<file path="src/rtl/mfp_ahb_interconnect_if.sv">
// AHB-lite bundle between the core bus port, the interconnect and its slaves.
// master: core plus slave responses (everything the interconnect samples); slave: interconnect view.
interface mfp_ahb_interconnect_if #(
    parameter int NSLAVES = 4
);
    logic [31:0]           HADDR;
    logic [1:0]            HTRANS;
    logic [NSLAVES-1:0]    HSEL;
    logic [NSLAVES-1:0]    HREADYOUT_S;
    logic [NSLAVES-1:0]    HRESP_S;
    logic [32*NSLAVES-1:0] HRDATA_S;
    logic                  HREADY;
    logic                  HRESP;
    logic [31:0]           HRDATA;
    logic                  ERR_VALID;
    logic [31:0]           ERR_ADDR;
    logic                  ERR_CLR;

    modport master (
        output HADDR, HTRANS, HREADYOUT_S, HRESP_S, HRDATA_S, ERR_CLR,
        input  HSEL, HREADY, HRESP, HRDATA, ERR_VALID, ERR_ADDR
    );

    modport slave (
        input  HADDR, HTRANS, HREADYOUT_S, HRESP_S, HRDATA_S, ERR_CLR,
        output HSEL, HREADY, HRESP, HRDATA, ERR_VALID, ERR_ADDR
    );
endinterface

</file>
<file path="src/rtl/mfp_ahb_interconnect.sv">
// AHB-lite single-master interconnect: address decode, data-phase response mux, default slave.
// Define MFP_AHB_IC_ERRLOG_EN to add the sticky error-address capture register.
module mfp_ahb_interconnect #(
    parameter int                    NSLAVES = 4,
    parameter logic [32*NSLAVES-1:0] SL_BASE = {32'h1F70_0000, 32'h1F80_0000,
                                                32'h0000_0000, 32'h1FC0_0000},
    parameter logic [32*NSLAVES-1:0] SL_MASK = {32'h1FF0_0000, 32'h1FC0_0000,
                                                32'h1000_0000, 32'h1FC0_0000}
) (
    input  logic                  HCLK_i,
    input  logic                  HRESET_i,
    mfp_ahb_interconnect_if.slave ahb_io
);
    // state  | meaning
    // D_IDLE | default slave answers OKAY with no wait
    // D_ERR1 | first ERROR cycle, HREADY low
    // D_ERR2 | final ERROR cycle, HREADY high
    typedef enum logic [1:0] {D_IDLE, D_ERR1, D_ERR2} dflt_state_e;

    logic [NSLAVES-1:0] hsel;
    logic               hit_any;
    logic               start_err;
    logic               hready;
    logic               hresp;
    logic [31:0]        hrdata;
    logic [NSLAVES:0]   sel_q;
    logic [NSLAVES:0]   sel_d;
    dflt_state_e        dstate_q;
    logic               dready_q;
    logic               dresp_q;

    // Descending scan so the lowest matching index is the one left standing.
    always_comb begin
        hsel = '0;
        for (int i = NSLAVES - 1; i >= 0; i--) begin
            if ((ahb_io.HADDR & SL_MASK[32*i +: 32]) == SL_BASE[32*i +: 32]) begin
                hsel    = '0;
                hsel[i] = 1'b1;
            end
        end
    end

    assign hit_any   = |hsel;
    assign start_err = hready & ~hit_any & ahb_io.HTRANS[1];
    assign sel_d     = hready ? {~hit_any, hsel} : sel_q;

    always_comb begin
        hready = dready_q;
        hresp  = dresp_q;
        hrdata = '0;
        for (int i = 0; i < NSLAVES; i++) begin
            if (sel_q[i]) begin
                hready = ahb_io.HREADYOUT_S[i];
                hresp  = ahb_io.HRESP_S[i];
                hrdata = ahb_io.HRDATA_S[32*i +: 32];
            end
        end
    end

    always_ff @(posedge HCLK_i or posedge HRESET_i) begin
        if (HRESET_i) begin
            sel_q <= '0;
        end else begin
            sel_q <= sel_d;
        end
    end

    always_ff @(posedge HCLK_i or posedge HRESET_i) begin
        if (HRESET_i) begin
            dstate_q <= D_IDLE;
            dready_q <= 1'b1;
            dresp_q  <= 1'b0;
        end else begin
            case (dstate_q)
                D_IDLE: begin
                    if (start_err) begin
                        dstate_q <= D_ERR1;
                        dready_q <= 1'b0;
                        dresp_q  <= 1'b1;
                    end
                end
                D_ERR1: begin
                    dstate_q <= D_ERR2;
                    dready_q <= 1'b1;
                    dresp_q  <= 1'b1;
                end
                D_ERR2: begin
                    if (start_err) begin
                        dstate_q <= D_ERR1;
                        dready_q <= 1'b0;
                        dresp_q  <= 1'b1;
                    end else begin
                        dstate_q <= D_IDLE;
                        dready_q <= 1'b1;
                        dresp_q  <= 1'b0;
                    end
                end
                default: begin
                    dstate_q <= D_IDLE;
                    dready_q <= 1'b1;
                    dresp_q  <= 1'b0;
                end
            endcase
        end
    end

    assign ahb_io.HSEL   = hsel;
    assign ahb_io.HREADY = hready;
    assign ahb_io.HRESP  = hresp;
    assign ahb_io.HRDATA = hrdata;

`ifdef MFP_AHB_IC_ERRLOG_EN
    logic [31:0] addr_q;
    logic [31:0] addr_d;
    logic        err_valid_q;
    logic        err_valid_d;
    logic [31:0] err_addr_q;
    logic [31:0] err_addr_d;
    logic        err_set;

    // A fresh error in the clear cycle re-arms the flag with the new address.
    assign addr_d  = hready ? ahb_io.HADDR : addr_q;
    assign err_set = hready & hresp & (~err_valid_q | ahb_io.ERR_CLR);

    always_comb begin
        err_valid_d = err_valid_q;
        err_addr_d  = err_addr_q;
        if (err_set) begin
            err_valid_d = 1'b1;
            err_addr_d  = addr_q;
        end else if (ahb_io.ERR_CLR) begin
            err_valid_d = 1'b0;
        end
    end

    always_ff @(posedge HCLK_i or posedge HRESET_i) begin
        if (HRESET_i) begin
            addr_q      <= '0;
            err_valid_q <= 1'b0;
            err_addr_q  <= '0;
        end else begin
            addr_q      <= addr_d;
            err_valid_q <= err_valid_d;
            err_addr_q  <= err_addr_d;
        end
    end

    assign ahb_io.ERR_VALID = err_valid_q;
    assign ahb_io.ERR_ADDR  = err_addr_q;
`else
    logic unused_err_clr;
    assign unused_err_clr   = ahb_io.ERR_CLR;
    assign ahb_io.ERR_VALID = 1'b0;
    assign ahb_io.ERR_ADDR  = '0;
`endif
endmodule

</file>
<file path="src/flat_wrapper.sv">
// flat-port wrapper written by rule: the top's interface ports become plain ports
module mfp_ahb_interconnect_flat 
#(
    parameter int                    NSLAVES = 4,
    parameter logic [32*NSLAVES-1:0] SL_BASE = {32'h1F70_0000, 32'h1F80_0000,
                                                32'h0000_0000, 32'h1FC0_0000},
    parameter logic [32*NSLAVES-1:0] SL_MASK = {32'h1FF0_0000, 32'h1FC0_0000,
                                                32'h1000_0000, 32'h1FC0_0000}
)
  (HCLK_i, HRESET_i, ahb_io_HADDR, ahb_io_HTRANS, ahb_io_HREADYOUT_S, ahb_io_HRESP_S, ahb_io_HRDATA_S, ahb_io_ERR_CLR, ahb_io_HSEL, ahb_io_HREADY, ahb_io_HRESP, ahb_io_HRDATA, ahb_io_ERR_VALID, ahb_io_ERR_ADDR);
  mfp_ahb_interconnect_if #(.NSLAVES(NSLAVES)) ahb_io_i ();
  input  logic HCLK_i;
  input  logic HRESET_i;
  input wire logic [$bits(ahb_io_i.HADDR)-1:0] ahb_io_HADDR;
  input wire logic [$bits(ahb_io_i.HTRANS)-1:0] ahb_io_HTRANS;
  input wire logic [$bits(ahb_io_i.HREADYOUT_S)-1:0] ahb_io_HREADYOUT_S;
  input wire logic [$bits(ahb_io_i.HRESP_S)-1:0] ahb_io_HRESP_S;
  input wire logic [$bits(ahb_io_i.HRDATA_S)-1:0] ahb_io_HRDATA_S;
  input wire logic [$bits(ahb_io_i.ERR_CLR)-1:0] ahb_io_ERR_CLR;
  output wire logic [$bits(ahb_io_i.HSEL)-1:0] ahb_io_HSEL;
  output wire logic [$bits(ahb_io_i.HREADY)-1:0] ahb_io_HREADY;
  output wire logic [$bits(ahb_io_i.HRESP)-1:0] ahb_io_HRESP;
  output wire logic [$bits(ahb_io_i.HRDATA)-1:0] ahb_io_HRDATA;
  output wire logic [$bits(ahb_io_i.ERR_VALID)-1:0] ahb_io_ERR_VALID;
  output wire logic [$bits(ahb_io_i.ERR_ADDR)-1:0] ahb_io_ERR_ADDR;
  assign ahb_io_i.HADDR = ahb_io_HADDR;
  assign ahb_io_i.HTRANS = ahb_io_HTRANS;
  assign ahb_io_i.HREADYOUT_S = ahb_io_HREADYOUT_S;
  assign ahb_io_i.HRESP_S = ahb_io_HRESP_S;
  assign ahb_io_i.HRDATA_S = ahb_io_HRDATA_S;
  assign ahb_io_i.ERR_CLR = ahb_io_ERR_CLR;
  assign ahb_io_HSEL = ahb_io_i.HSEL;
  assign ahb_io_HREADY = ahb_io_i.HREADY;
  assign ahb_io_HRESP = ahb_io_i.HRESP;
  assign ahb_io_HRDATA = ahb_io_i.HRDATA;
  assign ahb_io_ERR_VALID = ahb_io_i.ERR_VALID;
  assign ahb_io_ERR_ADDR = ahb_io_i.ERR_ADDR;
  mfp_ahb_interconnect #(.NSLAVES(NSLAVES), .SL_BASE(SL_BASE), .SL_MASK(SL_MASK)) u_core (.HCLK_i(HCLK_i), .HRESET_i(HRESET_i), .ahb_io(ahb_io_i));
endmodule
</file>
<file path="config.mk">
export PLATFORM = sky130hd
export DESIGN_NAME = mfp_ahb_interconnect_flat
export DESIGN_NICKNAME = d
export VERILOG_FILES = /design/src/rtl/mfp_ahb_interconnect_if.sv /design/src/rtl/mfp_ahb_interconnect.sv /design/src/flat_wrapper.sv
export SDC_FILE = /design/constraint.sdc
export NUM_CORES = 1
export LEC_CHECK = 0
export CAP_MARGIN = 15
export CORE_AREA = 2 2 94 96
export CTS_BUF_LIST = sky130_fd_sc_hd__clkbuf_16
export CTS_CLUSTER_DIAMETER = 80
export DETAILED_ROUTE_END_ITERATION = 6
export DIE_AREA = 0 0 96 98
export GPL_ROUTABILITY_DRIVEN = 1
export PLACE_DENSITY = 0.73
export SLEW_MARGIN = 15
export SYNTH_ARGS = -nofsm -noshare
export SYNTH_HDL_FRONTEND = slang
export SYNTH_SLANG_ARGS = --single-unit
</file>
<file path="constraint.sdc">
create_clock -name HCLK_i -period 1.4 [get_ports HCLK_i]
set_input_delay 0.28 -clock HCLK_i [delete_from_list [all_inputs] [get_ports HCLK_i]]
set_output_delay 0.28 -clock HCLK_i [all_outputs]
set_load 0.005 [all_outputs]
</file>
## Yosys cells after proc, flatten, opt, wreduce, memory -nomap -nowiden

Index checks and enable logic that the tools add are counted.

| storage, ports and cells | value |
|---|---|
| logic and storage cells | 41 |
| bits of input ports | 173 |
| ROM bits | 0 |
| flip-flop bits (word level) | 8 |
| bits in latches | 0 |
| memory bits (writable) | 0 |
| output and inout port bits | 71 |
| memories | 0 |

| cells by class | value |
|---|---|
| $add $sub $neg | 0 |
| muxes and demuxes | 25 |
| $mul | 0 |
| bitwise operators | 3 |
| order comparisons | 0 |
| div/mod/pow operators | 0 |
| shift-type cells | 0 |
| reductions and logical operators | 3 |
| eq/ne operators | 6 |

Operator list:

| cell | number |
|---|---|
| $mux W32 | 4 |
| $logic_not A32 Y1 | 1 |
| $mux W4 | 4 |
| $eq A7 B7 Y1 const B | 2 |
| $mux W1 | 13 |
| $eq A9 B9 Y1 const B | 1 |
| $pmux W2 S3 | 1 |
| $reduce_or A4 Y1 | 1 |
| $pmux W1 S3 | 1 |
| $and A1 B1 Y1 | 2 |
| $eq A2 B1 Y1 const B | 1 |
| $eq A2 B2 Y1 const B | 1 |
| $logic_not A2 Y1 | 1 |
| $mux W2 | 1 |
| $ne A2 B1 Y1 const B | 1 |
| $pmux W1 S2 | 1 |
| $not A1 Y1 | 1 |

## Longest topological paths before layout

| logic depth | value |
|---|---|
| word-level depth | 11 |
| mapped depth | 5 |
| depth with buffers taken out | 4 |

## Worst setup path before layout

No wires, ideal clock.

| timing | value |
|---|---|
| path type | reg-to-output |
| start point | register u_core.sel_q[2] |
| end point | output ahb_io_HRESP |
| data arrival time | 1172 ps |
| stages on the path, launching flop included | 4 |
| path buffers | 1 |
| setup slack | -52 ps |
| data required time | 1120 ps |
| path through | dfrtp_1 > buf_2 > mux2_2 > mux2_2 |

| on the way | value |
|---|---|
| longest elaborated chain between the ends | 2 |

RTL lines:

| what | RTL line | RTL |
|---|---|---|
| from (decl) | mfp_ahb_interconnect.sv:26 | `logic [NSLAVES:0] sel_q;` |
| from (signal assigned) | mfp_ahb_interconnect.sv:64 | `sel_q <= sel_d;` |
| $mux W1 (2 in series) | mfp_ahb_interconnect.sv:52 | `if (sel_q[i]) begin` |
| to (decl) | flat_wrapper.sv:22 | `output wire logic [$bits(ahb_io_i.HRESP)-1:0] ahb_io_HRESP;` |

No other way between the ends.

## Worst setup path in the final report

| timing | value |
|---|---|
| start point | register u_core.sel_q[0] |
| end point | output ahb_io_HRESP |

| on the way | value |
|---|---|
| longest elaborated chain between the ends | 4 |

RTL lines:

| what | RTL line |
|---|---|
| $mux W1 (4 in series) | mfp_ahb_interconnect.sv:52 |

No other way between the ends.

==> flow_metrics.py <==
metrics = {
    "floorplan": {
        "rows": 34,
        "start_util": 0.201,
        "dieWidth_um": 96,
        "core-area_um2": 8470,
        "pin_count": 244,
        "die_area_um2": 9410,
        "chipHeight_um": 98,
    },
    "drt": {
        "vias": 2582,
        "drc_errors": 0,
        "wl_met2_um": 4550,
        "top_layer": "met4",
        "wl_met3_um": 634,
        "routed_wl_um": 8390,
        "dr.pass1.iters": 5,
        "antenna_left": 0,
        "wire_per_inst_um": 15.1,
        "via_per_inst": 4.64,
        "drt_iter0_markers": 37,
        "wl_met1_um": 3050,
    },
    "yosys": {
        "async_flop_share": 1.00,
        "synthCells": 234,
        "synth_top_cell_by_area": "a221oi_1",
        "synth_area_leaders": "a221oi_1 16%, buf_4 15%, o31ai_1 14%",
        "synth-seq-area-share": 0.118,
        "synth_edf_count": 0,
        "ys_warn_count": 0,
        "synth_top_area_share": 0.164,
        "synth.avg_cell_area_um2": 7.28,
        "dominantRegCellSynth": "dfrtp_1",
        "synthesis.area_um2": 1700,
        "ys_seq_elements": 8,
        "synth_cell_types": 32,
    },
    "outcome": {
        "failed_checks": "setup timing",
        "status": "finished, violations left",
    },
    "worst_setup_path": {
        "path_max_fanout": 3,
        "worstPathArrival_ps": 1620,
        "end_kind": "primary output",
        "crit_type": "flop to primary output",
        "critical_path_required_ps": 1120,
        "start_kind": "flop",
    },
    "cells_and_area": {
        "insertedDiodeCount": 0,
        "final_common_cell": "clkdlybuf4s50_1",
        "post-route-util": 0.501,
        "syn2layout_area_growth_pct": 149,
        "fin_nets": 622,
        "layout_common_cells": "137 x clkdlybuf4s50_1, 39 x buf_2, 34 x nor2b_1, 34 x nand2_1, 33 x conb_1",
        "drive_gt1_frac": 0.333,
        "final_cell_area_um2": 4240,
    },
    "clock_tree": {
        "clk_pin_slew_ps": 40,
        "clock-root-buffer": "clkbuf_16",
        "htree_levels": 1,
        "clockBufferDepth": 2,
        "insertion_delay_ps": 240,
        "cts_buffers": 3,
        "cts_tree": "built",
        "cts.sinks": 8,
    },
    "placement": {
        "post_dp_cell_area_um2": 3720,
        "dpl.hpwl_um": 5950,
        "pre_cts_slack_ps": -790,
        "gp_congestion": 0.802,
        "port_buffers": 185,
    },
    "timing": {
        "final-max-slew-violation-count": 0,
        "fin_crit_ps": 1900,
        "finalClockSkew_ps": 3.00,
        "hold_viol": 0,
        "rsz0062_at_grt": "yes",
        "fin_crit_sh": 1.36,
        "setup_violations": 40,
        "fmax_mhz": 525,
        "tns_ps": -14680,
        "worst_slack_ps": -504,
    },
    "worst_hold_path": {
        "hold_path.class": "input pin to async pin",
    },
    "pwr": {
        "p_leak_uw": 0.00172,
        "power_frac_clock": 0.146,
        "p_int_uw": 2220,
        "vdd_drop_max_mv": 0.612,
        "netSwitchingFraction": 0.348,
        "power_frac_comb": 0.751,
        "power_density_nw_per_um2": 804,
        "pwr-share-seq": 0.103,
        "power.switching_uw": 1190,
    },
    "global_route": {
        "grt_pass1_vias": 2590,
        "grt_use_total": 0.159,
        "grt_pass1_wl_um": 12100,
        "grt_overflow": 0,
        "antenna_found_initial": 0,
        "grt_max_degree": 38,
    },
    "job": {
        "max_cap_violations": 0,
    },
}
[layout make-up]
cell class | count | area, µm²
multi-input cells | 197 | 1600
inverters | 5 | 18.8
well taps | 108 | 135
clock buffers | 3 | 75.1
repair buffers | 234 | 2200
flip-flops and latches | 8 | 204
fillers | 818 | 4230
clock inverters | 1 | 3.75
[stage by stage]
stage,total power (µW),hold WS [ps],cells
detailed placement,2670,463,528
finish,3410,304,556
global placement,2650,442,528
floorplan,1290,94.9,266
global route,3620,369,556
CTS,3250,320,553
[worst max-delay path, cell delays in order (launching register included)]
cell and delay, ps:
dfrtp_1 390, buf_4 140, mux2i_1 150, o21ai_1 80
mux2_2 250, mux2_2 250, buf_2 130
[kinds of logic (layout without fill, tap and decap cells)]
family,after synthesis,in the layout,share of synthesized area
multiplexers,7,7,0.0514
flip-flops,8,8,0.118
AO/OA/AOI/OAI,72,72,0.342
buffers and inverters,61,243,0.221
other,1,33,0.00220
AND/OR/NAND/NOR,85,85,0.265
[state kept, by name, summed over array words and instances (netlist names)]
register         cells
u_core.dready_q      1
u_core.dstate_q      2
u_core.dresp_q       1
u_core.sel_q         4
[synth_stat cells, types with 2 or more instances]
cell type and n:
clkbuf_1 10, a221oi_1 32, nor2b_1 35, inv_1 5, o31ai_1 32, nor3b_2 2, buf_4 33, buf_1 2
mux2i_1 2, dfrtp_1 7, mux2_2 2, mux2_4 3, nand2_1 34, nor2_1 7, buf_2 10, nor3_1 2
[routing by layer]
layer | track usage | vias to the layer above
li1 | - | 1230
met1 | 0.174 | 1208
met2 | 0.309 | 129
met3 | 0.0216 | 15
met4 | 0.0396 | 0
met5 | 0 | -
[worst paths after layout]
| check | slack [ps] | end | cells after the start | start |
|---|---|---|---|---|
| max | -500 | ahb_io_HRESP | 6 | u_core.sel_q[0]$_DFFE_PP0P_ |
| min | 300 | u_core.dresp_q$_DFFE_PP0P_ | 2 | HRESET_i |
| max reg2reg | -220 | u_core.sel_q[0]$_DFFE_PP0P_ | 6 | u_core.sel_q[2]$_DFFE_PP0P_ |
| min reg2reg | 490 | u_core.dstate_q[1]$_DFFE_PP0P_ | 1 | u_core.dstate_q[1]$_DFFE_PP0P_ |
| max in group asynchronous | 800 | u_core.dready_q$_DFFE_PP1P_ | 2 | HRESET_i |
| min in group HCLK_i | 490 | u_core.dstate_q[1]$_DFFE_PP0P_ | 1 | u_core.dstate_q[1]$_DFFE_PP0P_ |
[power by group through the flow]
stage	logic, µW	registers [µW]	clock network, µW
after floorplan	960	327	0
after global placement	2310	342	0
after detailed placement	2330	343	0
after CTS	2400	348	503
after global routing	2750	356	513
final	2560	350	498
[timing repair]
item | 4_1_cts | 5_1_grt
pin swaps | 35 | 27
setup buffers | 20 | 3
hold buffers | 0 | 0
resized for setup | 228 | 20
gates cloned | 1 | 0
endpoints found under the setup margin | 44 | 42
Power figures use the tool's default switching activity.
